`src/rtl/counter_sequencer.sv`:
```
// Programmable interval timer: prescaled 8-bit up-counter sequenced by an
// IDLE/RUN/DONE controller, with one-shot or auto-reload operation.
module counter_sequencer #(
    parameter int WIDTH      = 8,
    parameter int PRESCALE_W = 4
) (
    input  logic                  clk,
    input  logic                  reset,
    input  logic                  start,
    input  logic                  abort,
    input  logic                  hold,
    input  logic [WIDTH-1:0]      terminal,
    input  logic [PRESCALE_W-1:0] prescale,
    input  logic                  auto_reload,
    output logic [WIDTH-1:0]      count,
    output logic                  busy,
    output logic                  done,
    output logic                  overrun,
    output logic [1:0]            state
);

    localparam logic [1:0] IDLE = 2'd0;
    localparam logic [1:0] RUN  = 2'd1;
    localparam logic [1:0] DONE = 2'd2;

    logic [PRESCALE_W-1:0] presc_cnt;
    logic [WIDTH-1:0]      lat_terminal;
    logic [PRESCALE_W-1:0] lat_prescale;
    logic                  lat_auto;
    logic                  tick;
    logic                  at_terminal;

    // A tick needs an un-held RUN cycle with the prescaler at its latched limit.
    assign tick        = (state == RUN) && !hold && (presc_cnt == lat_prescale);
    assign at_terminal = (count == lat_terminal);

    always_ff @(posedge clk or posedge reset) begin
        if (reset) begin
            state        <= IDLE;
            count        <= '0;
            presc_cnt    <= '0;
            busy         <= 1'b0;
            done         <= 1'b0;
            overrun      <= 1'b0;
            lat_terminal <= '0;
            lat_prescale <= '0;
            lat_auto     <= 1'b0;
        end else begin
            done    <= 1'b0;
            overrun <= 1'b0;
            if (abort) begin
                state     <= IDLE;
                count     <= '0;
                presc_cnt <= '0;
                busy      <= 1'b0;
            end else if (start && (state != RUN)) begin
                state        <= RUN;
                count        <= '0;
                presc_cnt    <= '0;
                busy         <= 1'b1;
                lat_terminal <= terminal;
                lat_prescale <= prescale;
                lat_auto     <= auto_reload;
            end else if (state == RUN) begin
                // A start during RUN only flags overrun; the run proceeds as normal.
                overrun <= start;
                if (tick) begin
                    presc_cnt <= '0;
                    if (!at_terminal) begin
                        count <= count + WIDTH'(1);
                    end else begin
                        done <= 1'b1;
                        if (lat_auto) begin
                            count <= '0;
                        end else begin
                            state <= DONE;
                            busy  <= 1'b0;
                        end
                    end
                end else if (!hold) begin
                    presc_cnt <= presc_cnt + PRESCALE_W'(1);
                end
            end
        end
    end

endmodule
```
`config.mk`:
```
export PLATFORM = sky130hd
export DESIGN_NAME = counter_sequencer
export DESIGN_NICKNAME = d
export VERILOG_FILES = /design/src/rtl/counter_sequencer.sv
export SDC_FILE = /design/constraint.sdc
export NUM_CORES = 1
export LEC_CHECK = 0
export ABC_AREA = 1
export BUFFER_PORTS_ARGS = -buffer_cell sky130_fd_sc_hd__buf_2
export CAP_MARGIN = 20
export CORE_UTILIZATION = 30
export CTS_CLUSTER_DIAMETER = 50
export DETAILED_ROUTE_END_ITERATION = 10
export GPL_TIMING_DRIVEN = 0
export HOLD_SLACK_MARGIN = 0.02
export PLACE_DENSITY = 0.45
export SLEW_MARGIN = 20
export SYNTH_ARGS = -nofsm -noshare
export SYNTH_HDL_FRONTEND = slang
export SYNTH_SLANG_ARGS = --single-unit
```
`constraint.sdc`:
```
create_clock -name clk -period 1.5 [get_ports clk]
set_input_delay 0.075 -clock clk [delete_from_list [all_inputs] [get_ports clk]]
set_output_delay 0.075 -clock clk [all_outputs]
set_load 0.005 [all_outputs]
```
==> results.cfg, run 1 <==
[grt]
grt_usage_pct = 13.54
grt_max_degree = 30
grt_pass1_wl_um = 6037
grt_pass1_vias = 1254
gr-total-overflow = 0
antenna_found_initial = 0

[power]
p_seq_share_pct = 48.1
power_density_nw_per_um2 = 898.5
internal_power_mw = 1.379
power_frac_comb_pct = 21.8
p_sw_uw = 575.4
ir_drop_mv = 0.6097
p_leak_nw = 1.099
clkPwrFrac_pct = 30.1
p_sw_share_pct = 29.45

[yosys]
synth_edf_count = 0
synth_area_um2 = 1664
synth_warnings = 0
post-synth-top-count-cell = nand2_1
yosysSeqAreaShare_pct = 43.61
synth_area_leaders = dfrtp_1, nand2_1, mux2_4
ys_top_cells_by_count = nand2_1, dfrtp_1, nor2_1, inv_1, nand3_1
ys.flop_type = dfrtp_1
ys_seq_elements = 29
syn-mean-instance-area_um2 = 8.947
synth_top_area_share_pct = 43.61
synth_top_cell_by_area = dfrtp_1
syn_inst = 186
syn_nets = 206
synthArstFlopShare_pct = 100.0
yosysUniqueCellTypes = 29

[route]
wirelength_um = 3612
first_iter_violations = 62
drc = 0
postRouteAntennaNets = 0
drt-pass1-iter-count = 4
num_vias = 1341
via_per_inst = 4.354
routedWlPerCell_um = 11.73

[setup_path]
critPathMaxStageDelay_ns = 0.43
critPathSlowestCell = dfrtp_2
start_kind = flip-flop
crit_buf_inv = 1
reg2regPathDepth = 9
critPathArrivalTime_ns = 1.69
path_max_fanout = 8
end_kind = flip-flop
cpLargestDelayFamily = simple AND/OR/NAND/NOR gates
path_class = reg -> reg
cp.required_ns = 1.71
cp_num_cells = 9
crit_chain = inv_2 -> nand2_1 -> nand2_1 -> nand3_2 -> nor2_4 -> nand4_4 -> nand2_8 -> nand2_2 -> nand2_2

[timing]
fin_crit_sh_pct = 98.66
worst_slack_ns = 0.02015
worst_pin_slew_ns = 0.6107
setup_viol_count_final = 0
post-route-min-period_ns = 1.480
hold_slack_ns = 0.03238
rsz0062_at_grt = true
maxSlewViolCount = 0
max_freq_mhz = 675.7
fin_skew_ns = 0.004781
slew_headroom_pct = 59.22
finalHoldViolations = 0

[clock_network]
clockRootBuffer = clkbuf_8
cts-htree-levels = 2
path_clk_slew_ns = 0.06
cts_made_buffers = 5
cts_buffer_depth = 2
cts_tree = yes
cts_sinks = 29
clk_latency_ns = 0.28

[placement]
dp_hpwl_um = 2479
dp.cells = 286
io_buffers = 30
finalWeightedCongestion = 0.7479
dp_slack_ns = -0.007595

[die]
ios = 31
core-area_um2 = 5238
start_util_pct = 31.77
die_w_um = 76.48
num_rows = 26
die_h_um = 76.48
die_area_um2 = 5849

[min_path]
hold_path_depth = 3
worst_hold_path_type = in -> reg

[cells_and_area]
drive_gt1_share_pct = 39.08
antenna-diode-count = 0
fillers = 550
fin_cells = 308
regArea_um2 = 732.0
syn_to_final_growth_pct = 30.68
multi_input_area_um2 = 873.3
nets = 259

[run_status]
outcome = complete, no violations

[job]
drv_cap = 0
worst reg2reg max path, cell delays in order, from the launching register on:
cell and delay [ns]:
dfrtp_2 0.43, inv_2 0.07, nand2_1 0.05, nand2_1 0.08, nand3_2 0.11, nor2_4 0.20
nand4_4 0.21, nand2_8 0.16, nand2_2 0.06, nand2_2 0.05
power by group through the flow:
stage / clock [mW] / sequential (mW) / combinational (mW)
2_1_floorplan: 0 / 0.931 / 0.298
3_3_place_gp: 0 / 0.950 / 0.384
3_5_place_dp: 0 / 0.950 / 0.386
4_1_cts: 0.613 / 0.937 / 0.408
5_1_grt: 0.645 / 0.950 / 0.479
6_report: 0.588 / 0.940 / 0.426
layout by cell type, fill, tap and decap left out, drive strengths merged, types with 3 or more instances in the layout:
cell type    netlist  final
a21oi              9      9
buf                5     42
clkbuf             0      5
dfrtp             29     29
dlygate4sd3        0      8
inv               21     21
mux2               7      7
nand2             49     49
nand3             15     15
nand4              3      4
nor2              25     25
nor3               4      4
o21ai              3      3
xnor2              7      7
xor2               6      6
cells by family (layout without fill, tap and decap cells):
family | Yosys count | after routing | share of synthesized area [%]
AOI/OAI and AO/OA | 12 | 12 | 4.512
adders and majority gates | 2 | 2 | 1.504
xor gates and xnor gates | 13 | 13 | 6.842
buffers and inverters | 26 | 77 | 7.292
muxes | 7 | 7 | 6.316
and+or+nand+nor | 97 | 98 | 29.93
DFF | 29 | 29 | 43.61
cell type report:
class	instances	share of cell area, %
plain buffers	5	2.129
multi-input cells	132	40.16
well taps	70	4.028
inverters	21	3.625
clock inverters	1	0.2301
repair buffers	45	13.00
clock buffers	5	3.165
flip-flops and latches	29	33.66
sequential cells by signal, summed over array words and instances, names as in the netlist:
name          count
count             8
done              1
lat_auto          1
lat_prescale      4
lat_terminal      8
overrun           1
presc_cnt         4
state             2
worst paths after layout:
check	startpoint	to	slack (ns)
max reg2reg	count[5]	count[5]	0.02
max in group asynchronous	reset	count[5]	0.65
min reg2reg	lat_prescale[0]	lat_prescale[0]	0.53
max	count[5]	count[5]	0.02
min in group asynchronous	reset	count[1]	0.40
min	terminal[0]	lat_terminal[0]	0.03
stage by stage:
stage	total power, mW	TNS [ns]	utilization [%]	instance area (um^2)
finish	1.954	0	41.52	2175
CTS	1.957	0	39.51	2069
global route	2.074	-0.6307	41.52	2175
detailed placement	1.335	-0.007595	36.31	1902
global placement	1.334	0	36.31	1902
floorplan	1.229	0	-	1664
routing by layer:
metal / vias up / GRT usage [%] / part of all wire, %
met2: 22 / 20.90 / 45
li1: 693 / - / -
met3: 8 / 3.713 / 3.2
met4: 0 / 6.346 / 2.0
met1: 618 / 17.46 / 50
met5: - / 0 / 0
repair_timing:
action                                 in CTS  in global routing
pin swaps                                   2                 18
setup buffers                               0                  7
endpoints found under the hold margin      36                  0
hold buffers                                8                  0
gates resized for setup                     1                 18
setup endpoints to repair                   2                 10
gates cloned                                1                  0
(Power assumes the default switching activity.)
==> run 2, diff against run 1 <==
--- a/config.mk
+++ b/config.mk
@@ -14,6 +14,7 @@
 export GPL_TIMING_DRIVEN = 0
 export HOLD_SLACK_MARGIN = 0.02
 export PLACE_DENSITY = 0.45
+export SETUP_SLACK_MARGIN = 0.3
 export SLEW_MARGIN = 20
 export SYNTH_ARGS = -nofsm -noshare
 export SYNTH_HDL_FRONTEND = slang
==> run 2 against run 1 <==
  * Clock power increased by 6.6%
  * Sequential share of layout area shrank 4.8 points
  * Wire length is 12% higher
  * Critical path depth decreased by 2
  * Hold slack improved by 0.014 ns
  * Power rose by 9.1%
  * Cell count rose by 6.5%
  * Core utilization up 7.0 points
==> results.cfg, run 2 (synthesized netlist as in run 1, its figures left out) <==
[clock_network]
cts-htree-levels = 2
path_clk_slew_ns = 0.06
cts_made_buffers = 5
clk_latency_ns = 0.28
cts_buffer_depth = 2
cts_sinks = 29
cts_tree = yes
clockRootBuffer = clkbuf_8

[grt]
grt_pass1_vias = 1336
gr-total-overflow = 0
grt_pass1_wl_um = 6423
grt_usage_pct = 14.31
antenna_found_initial = 0
grt_max_degree = 30

[timing]
rsz0062_at_grt = true
post-route-min-period_ns = 1.460
max_freq_mhz = 685.1
slew_headroom_pct = 57.88
maxSlewViolCount = 0
fin_skew_ns = 0.003461
worst_pin_slew_ns = 0.6308
setup_viol_count_final = 0
finalHoldViolations = 0
tns_ns = 0
fin_crit_sh_pct = 97.31

[setup_path]
cp.required_ns = 1.66
critPathSlowestCell = dfrtp_1
crit_buf_inv = 1
path_class = reg -> reg
end_kind = flip-flop
critPathMaxStageDelay_ns = 0.38
critPathArrivalTime_ns = 1.62
crit_chain = inv_2 -> a21oi_4 -> nor2_8 -> o21ai_4 -> nand2_1 -> xor2_1 -> nor2_1
path_max_fanout = 7
start_kind = flip-flop
cpLargestDelayFamily = simple AND/OR/NAND/NOR gates

[cells_and_area]
fin_area_um2 = 2544
regArea_um2 = 734.5
drive_gt1_share_pct = 52.33
layout_common_cells = nand2_1, buf_2, dfrtp_1
final_core_util_pct = 48.57
reg_top3 = count x8, lat_terminal x8
fillers = 539
multi_input_area_um2 = 999.7
mostFrequentLayoutCell = nand2_1
nets = 277
syn_to_final_growth_pct = 52.86
antenna-diode-count = 0

[placement]
finalWeightedCongestion = 0.7273
io_buffers = 30
dp_hpwl_um = 2443
place_area_um2 = 1909

[die]
core-area_um2 = 5238
die_h_um = 76.48
start_util_pct = 31.77
die_w_um = 76.48
num_rows = 26
ios = 31
die_area_um2 = 5849

[power]
power_mw = 2.132
power_density_nw_per_um2 = 838.3
ir_drop_mv = 0.4647
p_leak_nw = 1.242

[route]
drc = 0
postRouteAntennaNets = 0
wirelength_um = 4031
via_per_inst = 4.412
routedWlPerCell_um = 12.29
num_vias = 1447
drt-pass1-iter-count = 4
first_iter_violations = 43

[min_path]
worst_hold_path_type = in -> reg

[job]
drv_cap = 0

[run_status]
outcome = complete, no violations
[run 2: changes by cell type in the layout (fill, tap and decap cells not counted), sizes merged]
cell / before / now
buf: 42 / 59
clkbuf: 5 / 10
clkinv: 1 / 0
dlygate4sd3: 8 / 7
[run 2: where the power goes]
| part | internal (mW) | switching, mW | leakage [nW] |
|---|---|---|---|
| Clock | 0.329 | 0.298 | 0.0395 |
| Combinational | 0.293 | 0.283 | 0.846 |
| Sequential | 0.867 | 0.0622 | 0.356 |
[run 2: timing repair]
action / CTS / global route
resized for setup: 14 / 55
pin swaps: 10 / 25
endpoints found under the setup margin: 28 / 29
endpoints found under the hold margin: 35 / 0
hold buffers: 7 / 0
buffers inserted: 18 / 5
cloned: 2 / 2
[run 2: area by class of cell]
cell class                      count  area share (%)
Tap cell                           70           3.443
Multi-Input combinational cell    132           39.30
Sequential cell                    29           28.87
Timing Repair Buffer               63           19.28
Inverter                           21           3.197
Clock buffer                        8           3.148
Buffer                              5           2.755
[run 2: worst reg2reg max path: stages (launching register included)]
cell	delay [ns]
dfrtp_1	0.38
inv_2	0.10
a21oi_4	0.09
nor2_8	0.27
o21ai_4	0.16
nand2_1	0.10
xor2_1	0.17
nor2_1	0.07
[run 2: per-stage QoR]
stage	hold slack, ns	setup slack (ns)	instances
after CTS	0.03472	0.1149	321
after floorplan	0.1458	0.2234	186
after global routing	0.03620	-0.06574	328
after detailed placement	0.2066	0.04518	286
after global placement	0.3063	0.06733	286
final	0.04612	0.04031	328
[run 2: path summary, 6_finish.rpt]
check / start / to / slack (ns) / depth (start not counted)
min in group asynchronous: reset / lat_terminal[6] / 0.42 / 3
setup reg to reg: state[1] / presc_cnt[2] / 0.04 / 7
setup / recovery: state[1] / presc_cnt[2] / 0.04 / 7
hold / removal: prescale[0] / lat_prescale[0] / 0.05 / 2
max in group asynchronous: reset / state[0] / 0.63 / 3
hold reg to reg: count[2] / count[2] / 0.52 / 2
[run 2: routing by layer]
metal,track usage (%),part of all wire (%)
met5,0,0
met4,5.769,1.5
met3,3.593,4.0
met2,22.61,47
met1,18.60,47
==> run 3, diff against run 2 <==
--- a/config.mk
+++ b/config.mk
@@ -5,15 +5,15 @@
 export SDC_FILE = /design/constraint.sdc
 export NUM_CORES = 1
 export LEC_CHECK = 0
-export ABC_AREA = 1
+export ABC_AREA = 0
 export BUFFER_PORTS_ARGS = -buffer_cell sky130_fd_sc_hd__buf_2
 export CAP_MARGIN = 20
 export CORE_UTILIZATION = 30
 export CTS_CLUSTER_DIAMETER = 50
+export CTS_CLUSTER_SIZE = 28
 export DETAILED_ROUTE_END_ITERATION = 10
 export GPL_TIMING_DRIVEN = 0
-export HOLD_SLACK_MARGIN = 0.02
-export PLACE_DENSITY = 0.45
+export PLACE_DENSITY = 0.46
 export SETUP_SLACK_MARGIN = 0.3
 export SLEW_MARGIN = 20
 export SYNTH_ARGS = -nofsm -noshare
==> run 3 against run 2 <==
  * The flow now finishes with violations (design-rule violations, negative setup slack)
  * Clock power up 35%
  * Final area down 13%
  * Die area down 13%
  * Via count down 19%
  * Combinational power down 21%
  * Power up 4.4%
  * Non-clock buffer count down 10
  * Setup slack worse by 0.28 ns
  * Critical path type unchanged
  * Largest power group unchanged
==> results.cfg, run 3 <==
[setup_path]
critPathMaxStageDelay_ns = 0.49
path_class = reg -> reg
cp.required_ns = 1.72
cp_num_cells = 6
start_kind = flip-flop
end_kind = flip-flop
crit_buf_inv = 1
path_max_fanout = 9
critPathSlowestCell = or4_4
reg2regPathDepth = 6
worstReg2RegStart = lat_prescale[1]
critPathArrivalTime_ns = 1.95
cpLargestDelayFamily = simple AND/OR/NAND/NOR gates
startpoint = lat_prescale[1]
rrSetupSlack_ns = -0.23
crit_chain = xnor2_1 -> nand2_1 -> or4_4 -> buf_8 -> o41ai_4 -> a22o_1

[run_status]
outcome = complete, but fails checks
violations = design-rule violations, negative setup slack

[yosys]
post-synth-top-count-cell = dfrtp_1
ys_top_cells_by_count = dfrtp_1, mux2_2, nand2_1, xor2_1, nor2_1
synth_warnings = 0
yosysSeqAreaShare_pct = 50.35
syn_inst = 124
syn-mean-instance-area_um2 = 11.62
synth_top_cell_by_area = dfrtp_1
synth_edf_count = 0
ys.flop_type = dfrtp_1
synthArstFlopShare_pct = 100.0
syn_nets = 144
synth_area_um2 = 1441
ys_seq_elements = 29
synth_top_area_share_pct = 50.35
yosysUniqueCellTypes = 33
synth_area_leaders = dfrtp_1, mux2_2, xor2_1

[power]
p_sw_uw = 555.8
internal_power_mw = 1.671
p_sw_share_pct = 24.96
clkPwrFrac_pct = 38.0
ir_drop_mv = 0.4437
p_leak_nw = 1.086
power_frac_comb_pct = 20.4
power_density_nw_per_um2 = 1004
p_seq_share_pct = 41.6

[timing]
finalHoldViolations = 0
post-route-min-period_ns = 1.735
slew_headroom_pct = 59.31
tns_ns = -2.743
fin_crit_sh_pct = 115.6
hold_slack_ns = 0.01893
worst_pin_slew_ns = 0.6095
rsz0062_at_grt = true
max_freq_mhz = 576.5
fin_skew_ns = 0.005030
worst_slack_ns = -0.2347
setup_viol_count_final = 15
maxSlewViolCount = 0

[cells_and_area]
nets = 205
antenna-diode-count = 0
layout_common_cells = buf_2, dfrtp_1, buf_4
drive_gt1_share_pct = 53.23
fin_area_um2 = 2218
regArea_um2 = 730.7
fillers = 406
fin_cells = 238
mostFrequentLayoutCell = buf_2
syn_to_final_growth_pct = 53.91
reg_top3 = count x8, lat_terminal x8
multi_input_area_um2 = 849.6

[clock_network]
cts_tree = yes
cts_buffer_depth = 2
cts_sinks = 29
cts_made_buffers = 5
path_clk_slew_ns = 0.07
cts-htree-levels = 2
clockRootBuffer = clkbuf_8
clk_latency_ns = 0.28

[route]
wirelength_um = 3539
via_per_inst = 4.954
num_vias = 1179
drc = 1
postRouteAntennaNets = 0
drt-pass1-iter-count = 7
routedWlPerCell_um = 14.87
first_iter_violations = 38

[min_path]
hold_path_depth = 2
hp-start = prescale[2]
worst_hold_path_type = in -> reg

[grt]
grt_max_degree = 30
grt_usage_pct = 14.98
grt_pass1_vias = 1159
gr-total-overflow = 0
antenna_found_initial = 0
grt_pass1_wl_um = 5796

[die]
start_util_pct = 32.21
die_h_um = 71.32
die_w_um = 71.32
die_area_um2 = 5086
num_rows = 24
ios = 31
core-area_um2 = 4474

[placement]
finalWeightedCongestion = 0.7288
io_buffers = 30
dp.cells = 206
place_area_um2 = 1720
dp_hpwl_um = 2288
dp_slack_ns = -0.4657

[job]
drv_cap = 0
## run 3: power groups by stage
stage | Sequential, mW | Combinational (mW) | Clock (mW)
after floorplan | 0.921 | 0.231 | 0
after detailed placement | 0.941 | 0.299 | 0
after global placement | 0.935 | 0.290 | 0
after global routing | 0.935 | 0.496 | 0.907
after CTS | 0.927 | 0.388 | 0.859
final | 0.927 | 0.455 | 0.846
## run 3: per-stage QoR
step	utilization, %	total power, mW
2_1_floorplan	-	1.152
3_3_place_gp	38.45	1.226
3_5_place_dp	38.45	1.240
4_1_cts	45.64	2.174
5_1_grt	49.58	2.338
6_report	49.58	2.227
## run 3: logic make-up (layout without fill, tap and decap cells)
kind of cell	Yosys count	count (layout)	share of synthesized area, %
flops	29	29	50.35
mux	13	13	10.16
xor+xnor	15	15	9.114
compound gates	23	23	13.46
fa+ha+maj	2	2	1.736
simple gates	37	37	13.02
buf+inv	5	67	2.169
## run 3: timing repair
action | 4_1_cts | 5_1_grt
hold buffers | 2 | 0
gates resized for setup | 19 | 21
endpoints found under the setup margin | 28 | 29
buffers inserted | 12 | 9
pin swaps | 8 | 5
gates cloned | 0 | 1
endpoints found under the hold margin | 30 | 0
## run 3: layout make-up
type | count | area share, %
multi-input combinational | 90 | 38.30
sequential | 29 | 32.94
timing repair buffer | 54 | 17.65
clock buffer | 7 | 3.892
tap | 52 | 2.933
buffer | 4 | 2.764
clock inverter | 1 | 1.354
inverter | 1 | 0.1692
## run 3: layer usage
metal,share of wire (%),track usage [%]
met4,1.2,4.667
met1,49,20.68
met5,0,0
met2,46,22.75
met3,3.6,4.360
## run 3: path summary, 6_finish.rpt
check                                   to
max reg2reg                       count[7]
max                               count[7]
min                        lat_prescale[2]
max in group asynchronous         count[6]
min reg2reg                lat_prescale[0]
min in group asynchronous  lat_prescale[3]
